===== config.mk =====
export PLATFORM = sky130hd
export DESIGN_NAME = pipe_hazard_ctrl
export DESIGN_NICKNAME = d
export VERILOG_FILES = /design/src/rtl/pipe_ctrl_pkg.sv /design/src/rtl/ctrl_decoder.sv /design/src/rtl/pipe_hazard_ctrl.sv
export SDC_FILE = /design/constraint.sdc
export NUM_CORES = 1
export LEC_CHECK = 0
export ABC_AREA = 1
export BUFFER_PORTS_ARGS = -buffer_cell sky130_fd_sc_hd__buf_4
export CORE_AREA = 2 2 76 78
export CTS_CLUSTER_DIAMETER = 150
export DETAILED_ROUTE_END_ITERATION = 7
export DIE_AREA = 0 0 78 80
export HOLD_SLACK_MARGIN = 0.05
export PLACE_DENSITY = 0.58
export SYNTH_ARGS = -nofsm -noshare
export SYNTH_HDL_FRONTEND = slang
export SYNTH_SLANG_ARGS = --single-unit

===== constraint.sdc =====
create_clock -name clk -period 3.5 [get_ports clk]
set_input_delay 0.35 -clock clk [delete_from_list [all_inputs] [get_ports clk]]
set_output_delay 0.35 -clock clk [all_outputs]
set_load 0.01 [all_outputs]

===== src/rtl/pipe_ctrl_pkg.sv =====
// Shared opcode, ALU-op and control-word definitions for the pipeline control unit.
package pipe_ctrl_pkg;

  localparam int unsigned OP_RTYPE = 0;
  localparam int unsigned OP_LW    = 35;
  localparam int unsigned OP_SW    = 43;
  localparam int unsigned OP_BEQ   = 4;

  localparam logic [1:0] ALUOP_ADD   = 2'b00;
  localparam logic [1:0] ALUOP_SUB   = 2'b01;
  localparam logic [1:0] ALUOP_FUNCT = 2'b10;

  typedef enum logic [1:0] {
    FwdRegfile = 2'b00,
    FwdWb      = 2'b01,
    FwdMem     = 2'b10
  } fwd_sel_t;

  typedef struct packed {
    logic       reg_dst;
    logic       reg_write;
    logic       alu_src;
    logic [1:0] alu_op;
    logic       mem_read;
    logic       mem_write;
    logic       mem_to_reg;
    logic       branch;
  } ctrl_t;

  localparam ctrl_t CTRL_NOP = '0;

  // The younger producer (EX/MEM) wins over MEM/WB.
  function automatic fwd_sel_t fwd_select(input logic mem_hit, input logic wb_hit);
    if (mem_hit) begin
      return FwdMem;
    end else if (wb_hit) begin
      return FwdWb;
    end
    return FwdRegfile;
  endfunction

endpackage


===== src/rtl/ctrl_decoder.sv =====
// Combinational ID-stage decoder: opcode to control word, illegal flag and rt-usage flag.
module ctrl_decoder
  import pipe_ctrl_pkg::*;
#(
  parameter int unsigned OPCODE_W = 6
) (
  input  logic                valid_i,
  input  logic [OPCODE_W-1:0] opcode_i,
  output ctrl_t               ctrl_o,
  output logic                illegal_o,
  output logic                uses_rt_o
);

  always_comb begin
    ctrl_o    = CTRL_NOP;
    illegal_o = 1'b0;
    uses_rt_o = 1'b0;
    if (valid_i) begin
      case (opcode_i)
        OPCODE_W'(OP_RTYPE): begin
          ctrl_o.reg_dst   = 1'b1;
          ctrl_o.reg_write = 1'b1;
          ctrl_o.alu_op    = ALUOP_FUNCT;
          uses_rt_o        = 1'b1;
        end
        OPCODE_W'(OP_LW): begin
          ctrl_o.alu_src    = 1'b1;
          ctrl_o.mem_read   = 1'b1;
          ctrl_o.mem_to_reg = 1'b1;
          ctrl_o.reg_write  = 1'b1;
          ctrl_o.alu_op     = ALUOP_ADD;
        end
        OPCODE_W'(OP_SW): begin
          ctrl_o.alu_src   = 1'b1;
          ctrl_o.mem_write = 1'b1;
          ctrl_o.alu_op    = ALUOP_ADD;
          uses_rt_o        = 1'b1;
        end
        OPCODE_W'(OP_BEQ): begin
          ctrl_o.branch = 1'b1;
          ctrl_o.alu_op = ALUOP_SUB;
          uses_rt_o     = 1'b1;
        end
        default: illegal_o = 1'b1;
      endcase
    end
  end

endmodule


===== src/rtl/pipe_hazard_ctrl.sv =====
// Pipeline control registers (ID/EX, EX/MEM, MEM/WB) with forwarding, load-use stall and
// branch-flush logic for the 5-stage core.
module pipe_hazard_ctrl
  import pipe_ctrl_pkg::*;
#(
  parameter int unsigned OPCODE_W          = 6,
  parameter int unsigned REG_ADDR_W        = 5,
  parameter bit          SW_FWD_EN         = 1'b1,
  parameter bit          LOAD_USE_STALL_EN = 1'b1
) (
  input  logic                  clk,
  input  logic                  rst_n,
  input  logic                  id_valid,
  input  logic [OPCODE_W-1:0]   id_opcode,
  input  logic [REG_ADDR_W-1:0] id_rs,
  input  logic [REG_ADDR_W-1:0] id_rt,
  input  logic [REG_ADDR_W-1:0] id_rd,
  input  logic                  mem_zero,
  output logic                  stall,
  output logic                  flush,
  output logic                  illegal_op,
  output logic                  ex_alu_src,
  output logic                  ex_mem_read,
  output logic [1:0]            ex_alu_op,
  output logic [1:0]            fwd_a,
  output logic [1:0]            fwd_b,
  output logic                  mem_read,
  output logic                  mem_write,
  output logic                  mem_sw_fwd,
  output logic                  branch_taken,
  output logic                  wb_reg_write,
  output logic                  wb_mem_to_reg,
  output logic [REG_ADDR_W-1:0] wb_write_reg
);

  typedef logic [REG_ADDR_W-1:0] reg_addr_t;

  ctrl_t     id_ctrl;
  logic      id_uses_rt;
  reg_addr_t id_dst;

  ctrl_t     idex_ctrl_d, idex_ctrl_q;
  reg_addr_t idex_rs_d, idex_rs_q, idex_rt_d, idex_rt_q, idex_dst_d, idex_dst_q;
  ctrl_t     exmem_ctrl_d, exmem_ctrl_q;
  reg_addr_t exmem_rt_d, exmem_rt_q, exmem_dst_d, exmem_dst_q;
  ctrl_t     wb_ctrl_d, wb_ctrl_q;
  reg_addr_t wb_dst_d, wb_dst_q;

  logic load_use;
  logic mem_hit_a, wb_hit_a, mem_hit_b, wb_hit_b;

  ctrl_decoder #(
    .OPCODE_W (OPCODE_W)
  ) u_decoder (
    .valid_i   (id_valid),
    .opcode_i  (id_opcode),
    .ctrl_o    (id_ctrl),
    .illegal_o (illegal_op),
    .uses_rt_o (id_uses_rt)
  );

  assign id_dst = id_ctrl.reg_dst ? id_rd : id_rt;

  always_comb begin
    load_use = idex_ctrl_q.mem_read && (idex_dst_q != '0) &&
               ((idex_dst_q == id_rs) || (id_uses_rt && (idex_dst_q == id_rt)));
    branch_taken = exmem_ctrl_q.branch && mem_zero;
    flush        = branch_taken;
    // A taken branch squashes the consumer anyway, so it suppresses the stall.
    stall        = LOAD_USE_STALL_EN && load_use && !branch_taken;
  end

  always_comb begin
    idex_ctrl_d  = id_ctrl;
    idex_rs_d    = id_rs;
    idex_rt_d    = id_rt;
    idex_dst_d   = id_dst;
    exmem_ctrl_d = idex_ctrl_q;
    exmem_rt_d   = idex_rt_q;
    exmem_dst_d  = idex_dst_q;
    wb_ctrl_d    = exmem_ctrl_q;
    wb_dst_d     = exmem_dst_q;
    if (stall || flush) begin
      idex_ctrl_d = CTRL_NOP;
      idex_rs_d   = '0;
      idex_rt_d   = '0;
      idex_dst_d  = '0;
    end
    if (flush) begin
      exmem_ctrl_d = CTRL_NOP;
      exmem_rt_d   = '0;
      exmem_dst_d  = '0;
    end
  end

  always_ff @(posedge clk or negedge rst_n) begin
    if (!rst_n) begin
      idex_ctrl_q  <= CTRL_NOP;
      idex_rs_q    <= '0;
      idex_rt_q    <= '0;
      idex_dst_q   <= '0;
      exmem_ctrl_q <= CTRL_NOP;
      exmem_rt_q   <= '0;
      exmem_dst_q  <= '0;
      wb_ctrl_q    <= CTRL_NOP;
      wb_dst_q     <= '0;
    end else begin
      idex_ctrl_q  <= idex_ctrl_d;
      idex_rs_q    <= idex_rs_d;
      idex_rt_q    <= idex_rt_d;
      idex_dst_q   <= idex_dst_d;
      exmem_ctrl_q <= exmem_ctrl_d;
      exmem_rt_q   <= exmem_rt_d;
      exmem_dst_q  <= exmem_dst_d;
      wb_ctrl_q    <= wb_ctrl_d;
      wb_dst_q     <= wb_dst_d;
    end
  end

  always_comb begin
    mem_hit_a = exmem_ctrl_q.reg_write && (exmem_dst_q != '0) && (exmem_dst_q == idex_rs_q);
    mem_hit_b = exmem_ctrl_q.reg_write && (exmem_dst_q != '0) && (exmem_dst_q == idex_rt_q);
    wb_hit_a  = wb_ctrl_q.reg_write && (wb_dst_q != '0) && (wb_dst_q == idex_rs_q);
    wb_hit_b  = wb_ctrl_q.reg_write && (wb_dst_q != '0) && (wb_dst_q == idex_rt_q);
    fwd_a     = fwd_select(mem_hit_a, wb_hit_a);
    fwd_b     = fwd_select(mem_hit_b, wb_hit_b);
    mem_sw_fwd = SW_FWD_EN && exmem_ctrl_q.mem_write && wb_ctrl_q.reg_write &&
                 (wb_dst_q != '0) && (wb_dst_q == exmem_rt_q);
  end

  assign ex_alu_src    = idex_ctrl_q.alu_src;
  assign ex_mem_read   = idex_ctrl_q.mem_read;
  assign ex_alu_op     = idex_ctrl_q.alu_op;
  assign mem_read      = exmem_ctrl_q.mem_read;
  assign mem_write     = exmem_ctrl_q.mem_write;
  assign wb_reg_write  = wb_ctrl_q.reg_write;
  assign wb_mem_to_reg = wb_ctrl_q.mem_to_reg;
  assign wb_write_reg  = wb_dst_q;

  // Later stages carry the full control word but only consume a few of its fields.
  logic unused_ctrl;
  assign unused_ctrl = ^{exmem_ctrl_q, wb_ctrl_q};

endmodule


==> results of run 1 <==
## worst max-delay path: cells and delay by family (launching register included)
family                    cells  cell delay (ns)
buffers and inverters         1             0.16
and+or+nand+nor               3             0.53
xor gates and xnor gates      1             0.20
DFF                           1             0.43
## cells by family after synthesis
logic type	Yosys count	share of synthesized area (%)
flip-flops	43	52.63
buffers and inverters	49	10.65
AO/OA/AOI/OAI	11	2.693
AND/OR/NAND/NOR	107	22.03
XOR/XNOR	28	12.00
## worst min-delay path by stage
| stage | slack, ns | end |
|---|---|---|
| finish | 0.29 | idex_rs_q[0] |
| global route | 0.27 | idex_rs_q[0] |
| CTS | 0.28 | idex_rs_q[2] |
| detailed placement | 0.37 | exmem_rt_q[1] |
| global placement | 0.36 | wb_mem_to_reg |
| floorplan | 0.05 | ex_alu_op[0] |
## through the flow
step	area (um2)	power, W	hold slack, ns
CTS	2547	0.001062	0.2798
floorplan	2044	0.0006058	0.05441
global route	2547	0.001103	0.2735
global placement	2420	0.0006601	0.3597
detailed placement	2420	0.0006625	0.3682
finish	2547	0.001048	0.2911
## final cells by class
cell class / instances / area [um2]
flip-flops and latches: 43 / 1076
inverters: 42 / 157.7
fillers: 556 / 2858
multi-input cells: 146 / 750.7
clock inverters: 2 / 35.03
clock buffers: 6 / 82.58
well taps: 72 / 90.09
repair buffers: 47 / 355.3
## routing by layer
| metal | up-vias | track usage, % | part of all wire (%) |
|---|---|---|---|
| li1 | 799 | - | - |
| met5 | - | 0 | 0 |
| met3 | 5 | 3.733 | 5.6 |
| met1 | 703 | 18.41 | 44 |
| met2 | 45 | 24.83 | 49 |
| met4 | 0 | 6.667 | 1.8 |
## cell usage in the layout, fill, tap and decap left out, drive strengths merged
cell	synthesis	routed
nor2	56	56
nand3	6	6
dlygate4sd3	0	1
bufinv	0	1
nand4	6	6
xnor2	13	13
dfrtp	43	43
clkbuf	0	6
a21oi	2	2
buf	7	46
inv	41	41
nand2	32	32
clkinv	1	2
or2	1	1
o21ai	9	9
nor4	2	2
xor2	15	15
nor3	4	4
## report_power, final
part | total [W] | internal [W] | switching [W]
sequential | 0.000540 | 0.000516 | 0.0000237
combinational | 0.000111 | 0.0000567 | 0.0000547
clock | 0.000397 | 0.000231 | 0.000166
total | 0.00105 | 0.000804 | 0.000244
## repair_timing
| item | 4_1_cts | 5_1_grt |
|---|---|---|
| buffers inserted | 0 | 0 |
| endpoints found under the hold margin | 11 | 0 |
| setup endpoints to repair | 0 | 0 |
| hold buffers | 1 | 0 |
==> results.json, run 1 <==
{
  "route.vias.total": 1552,
  "synth-edff-count": 0,
  "drc": 0,
  "antenna_found_initial": 0,
  "max_cap_viol_count": 0,
  "syn_area_per_cell_um2": 8.590,
  "ioPinCount": 47,
  "start_util_pct": 37.82,
  "tns_ns": 0,
  "clkLatencyLatePin_ns": 0.29,
  "ant_nets": 0,
  "period_share_pct": 56.27,
  "min_path_cells": 3,
  "first_iter_violations": 45,
  "outcome": "complete, no violations",
  "slew_violations": 0,
  "cts.clk_slew.worst_paths_ns": 0.08,
  "r2r_setup_slack_ns": 1.94,
  "grt_max_degree": 44,
  "skew_ns": 0.007494,
  "post-place-ws_ns": 1.825,
  "via_per_inst": 4.335,
  "core_mm2": 0.005405,
  "cts_tree": "built",
  "synth_most_common_cell": "nor2_1",
  "die-area_mm2": 0.006240,
  "yosysUniqueCellTypes": 21,
  "synth_nets": 263,
  "htreeDepth": 2,
  "slowest_delay_ns": 0.43,
  "grt_pass1_wl_mm": 7.155,
  "cts-root-buf": "clkbuf_8",
  "antennaDiodeCount": 0,
  "seq_area_frac_synth_pct": 52.63,
  "drt_pass1_iterations": 4,
  "dp.cells": 349,
  "grt-ovfl-total": 0,
  "finalNonFillerCells": 358,
  "gp_congestion": 0.7949,
  "rsz0062_at_grt": "no",
  "crit_type": "reg2out",
  "numCtsBuffers": 5,
  "dp_hpwl_mm": 3.109,
  "synth_warnings": 0,
  "ir_worst_vdd_mv": 0.2027,
  "grt_pass1_vias": 1576,
  "synth_largest_area_cell": "dfrtp_1",
  "critPathRequiredTime_ns": 3.15,
  "hold_class": "in2reg",
  "crit_start": "exmem_dst_q[0]",
  "worstMarginPinSlew_ns": 0.5332,
  "crit_chain": "xnor2_1 > nand3_1 > nor4_1 > nor2_1 > buf_4",
  "syn_inst": 238,
  "max_slew_margin_pct": 64.46,
  "async_reset_ff_share_pct": 100.0,
  "rr_worst_depth": 8,
  "synth_area_mm2": 0.002044,
  "period_needed_ns": 1.970,
  "ys_seq_elements": 43,
  "area.growth.synth_to_final_pct": 24.60,
  "synth_top_area_share_pct": 52.63,
  "cp_slowest_cell": "dfrtp_1",
  "grt_usage_pct": 14.94,
  "rows": 27,
  "die_w_um": 78,
  "clkSinkCount": 43,
  "cts_resized": 0,
  "worstPathArrival_ns": 1.62,
  "wirelength_mm": 4.113,
  "final-hold-violation-count": 0,
  "p_leak_nw": 1.362,
  "crit_path_end_kind": "output port",
  "final_net_count": 310,
  "r2r-start": "idex_dst_q[1]",
  "synth_ff_type": "dfrtp_1",
  "r2r-end": "idex_rt_q[1]",
  "fmax_mhz": 507.7,
  "crit_end": "fwd_a[0]",
  "portBuffers": 46,
  "cp_max_fo": 4,
  "min_from": "id_rs[0]",
  "setup_viol": 0,
  "powerDensity_mw_per_mm2": 411.4,
  "synth_area_leaders": "dfrtp_1 (53%), nor2_1 (10%), inv_1 (7.3%)",
  "utilization_pct": 47.13,
  "critPathLaunchType": "flop",
  "clockBufferDepth": 2,
  "setup_slack_ns": 1.530,
  "die_h_um": 80,
  "wire_per_inst_um": 11.49,
  "drive_above_1_share_pct": 20.63,
  "synthTopCellsByCount": "nor2_1 (55), dfrtp_1 (43), inv_1 (40), nand2_1 (30), xor2_1 (15)"
}
Note: power is estimated with default switching activity, not from simulation.
==> run 2, diff against run 1 <==
- ABC_AREA: 1 -> 0
- CORE_AREA: 2 2 76 78 -> 2 2 75 77
- DIE_AREA: 0 0 78 80 -> 0 0 77 79
- PLACE_DENSITY: 0.58 -> 0.61
- clock period: 3.5 -> 1.7 ns (I/O delays scaled with it)
==> run 2 against run 1 <==
The flow now finishes with violations (negative setup slack). Flip-flop and latch count stayed put. Non-clock buffer count up 36. First-iteration DRC count grew 2.2%. Sequential power rose by 100%. Synthesized area is 2.8% lower. Combinational power rose to 2.9 times the previous value. Total power increased by 110%. Largest cell class is now multi-input gates.
==> results.json, run 2 <==
{
  "ir_worst_vdd_mv": 0.4278,
  "htreeDepth": 2,
  "core_mm2": 0.005338,
  "synth-edff-count": 0,
  "period_share_pct": 121.7,
  "drt_pass1_iterations": 4,
  "drc": 0,
  "max_cap_viol_count": 0,
  "synth_largest_area_cell": "dfrtp_1",
  "synthTopCellsByCount": "dfrtp_1 (43), and2_1 (24), xnor2_1 (19), xor2_1 (16), nor4_1 (10)",
  "worstPathArrival_ns": 1.90,
  "setup_slack_ns": -0.3691,
  "synth_warnings": 0,
  "setup_viol": 28,
  "gp_congestion": 0.7704,
  "die_w_um": 77,
  "via_per_inst": 4.668,
  "synth_area_leaders": "dfrtp_1 (54%), xnor2_1 (8.4%), and2_1 (7.6%)",
  "layout_common_cells": "buf_4 (74), dfrtp_1 (39), and2_1 (24)",
  "hold_class": "in2reg",
  "fmax_mhz": 483.3,
  "worstMarginPinSlew_ns": 0.5267,
  "syn_inst": 161,
  "clockBufferDepth": 2,
  "critPathRequiredTime_ns": 1.53,
  "grt_pass1_vias": 1476,
  "min_from": "id_rs[2]",
  "numCtsBuffers": 5,
  "grt_max_degree": 44,
  "synth_area_mm2": 0.001988,
  "utilization_pct": 56.82,
  "r2r-start": "idex_dst_q[1]",
  "die-area_mm2": 0.006083,
  "period_needed_ns": 2.069,
  "grt_usage_pct": 14.89,
  "die_h_um": 79,
  "min_path_cells": 2,
  "layout_commonest_cell": "buf_4",
  "critPathLaunchType": "flop",
  "num-fill-cells": 496,
  "grt_pass1_wl_mm": 7.010,
  "timing.hold.ws_ns": 0.1002,
  "cp_max_fo": 2,
  "synth_most_common_cell": "dfrtp_1",
  "grt-ovfl-total": 0,
  "syn_area_per_cell_um2": 12.35,
  "finalNonFillerCells": 319,
  "powerDensity_mw_per_mm2": 723.7,
  "r2r-end": "idex_ctrl_q[0]",
  "async_reset_ff_share_pct": 100.0,
  "antenna_found_initial": 0,
  "synth_ff_type": "dfrtp_1",
  "first_iter_violations": 46,
  "slew_violations": 0,
  "crit_type": "reg2out",
  "max_slew_margin_pct": 64.89,
  "cts-root-buf": "clkbuf_8",
  "r2r_setup_slack_ns": -0.23,
  "clkLatencyLatePin_ns": 0.29,
  "yosysUniqueCellTypes": 31,
  "rr_worst_depth": 7,
  "synth_nets": 186,
  "p_leak_nw": 1.382,
  "ys_seq_elements": 43,
  "p_total_w": 0.002195,
  "route.vias.total": 1489,
  "crit_path_end_kind": "output port",
  "cts_tree": "built",
  "rows": 27,
  "hold_path_end": "idex_rs_q[2]",
  "cts.clk_slew.worst_paths_ns": 0.08,
  "start_util_pct": 37.25,
  "skew_ns": 0.004782,
  "area.growth.synth_to_final_pct": 52.55,
  "wirelength_mm": 4.378,
  "dp_hpwl_mm": 3.323,
  "final-hold-violation-count": 0,
  "outcome": "complete, but fails checks",
  "synth_top_area_share_pct": 54.12,
  "final_net_count": 271,
  "seq_area_frac_synth_pct": 54.12,
  "wire_per_inst_um": 13.72,
  "rsz0062_at_grt": "yes",
  "violations": "negative setup slack",
  "dp.cells": 305,
  "drive_above_1_share_pct": 48.58,
  "portBuffers": 46,
  "antennaDiodeCount": 0,
  "ant_nets": 0,
  "ioPinCount": 47,
  "clkSinkCount": 43
}
## run 2: cell types whose count changed in the layout (fill, tap and decap cells not counted), sizes merged, moves of 3 or more
cell   delta
and2     +24
inv      -41
mux2i     +5
buf      +36
and4      +3
xnor2     +6
nand4     -4
or4       +5
nor2     -53
nor4     +11
nand2    -29
o21ai     -6
## run 2: worst max-delay path, stage by stage (launching register included)
cell and delay (ns):
dfrtp_1 0.39, or4_4 0.55, o21ai_4 0.16, nor4_2 0.08, nor4_2 0.27, buf_4 0.16
## run 2: where the power goes
group          switching [W]  internal (W)
logic               0.000147      0.000178
clock network       0.000331      0.000440
registers          0.0000363       0.00106
## run 2: layout make-up
type / count / area, um2 / area share, %
clock buffers: 7 / 76.32 / 2.517
clock inverters: 1 / 30.03 / 0.9901
inverters: 1 / 3.754 / 0.1238
multi-input cells: 112 / 1087 / 35.85
well taps: 72 / 90.09 / 2.970
flip-flops and latches: 43 / 1081 / 35.64
repair buffers: 83 / 664.4 / 21.91
## run 2: metrics by stage
step	setup WS [ns]	instance area [um2]	TNS (ns)
after CTS	-0.3670	2909	-4.737
after global routing	-0.4402	3033	-7.427
after floorplan	-0.07614	2023	-0.7359
after global placement	-0.07970	2654	-0.5440
final	-0.3691	3033	-5.168
after detailed placement	-0.1531	2654	-0.8785
## run 2: what timing repair did
action / CTS / global route
hold endpoints to repair: 43 / 0
endpoints found under the setup margin: 28 / 28
pin swaps: 10 / 9
hold buffers: 1 / 0
setup buffers: 3 / 4
resized for setup: 25 / 18
## run 2: cells by family (layout without fill, tap and decap cells)
kind of cell           count (synthesis)  count (layout)  synth area share, %
XOR/XNOR                              35              35                15.42
flip-flops                            43              43                54.12
multiplexers                           5               5                2.517
buffers and inverters                  6              92                2.076
AND/OR/NAND/NOR                       66              66                23.35
AO/OA/AOI/OAI                          6               6                2.518
## run 2: per-layer routing
metal / global-route usage [%] / wire length [um] / vias to the layer above / part of all wire [%]
li1: - / - / 723 / -
met5: 0 / 0 / - / 0
met1: 17.87 / 1753 / 718 / 40
met3: 3.295 / 209 / 5 / 4.8
met4: 4.286 / 51 / 0 / 1.2
met2: 26.93 / 2363 / 43 / 54
## run 2: how the worst max path moves through the flow
stage,startpoint,end,slack [ns],cells past startpoint
2_1_floorplan,exmem_dst_q[1],fwd_a[0],-0.08,4
3_3_place_gp,exmem_dst_q[1],fwd_a[0],-0.08,5
3_5_place_dp,exmem_dst_q[1],fwd_a[0],-0.15,5
4_1_cts,exmem_dst_q[1],fwd_a[0],-0.37,5
5_1_grt,exmem_dst_q[1],fwd_a[0],-0.44,5
6_report,exmem_dst_q[1],fwd_a[0],-0.37,5
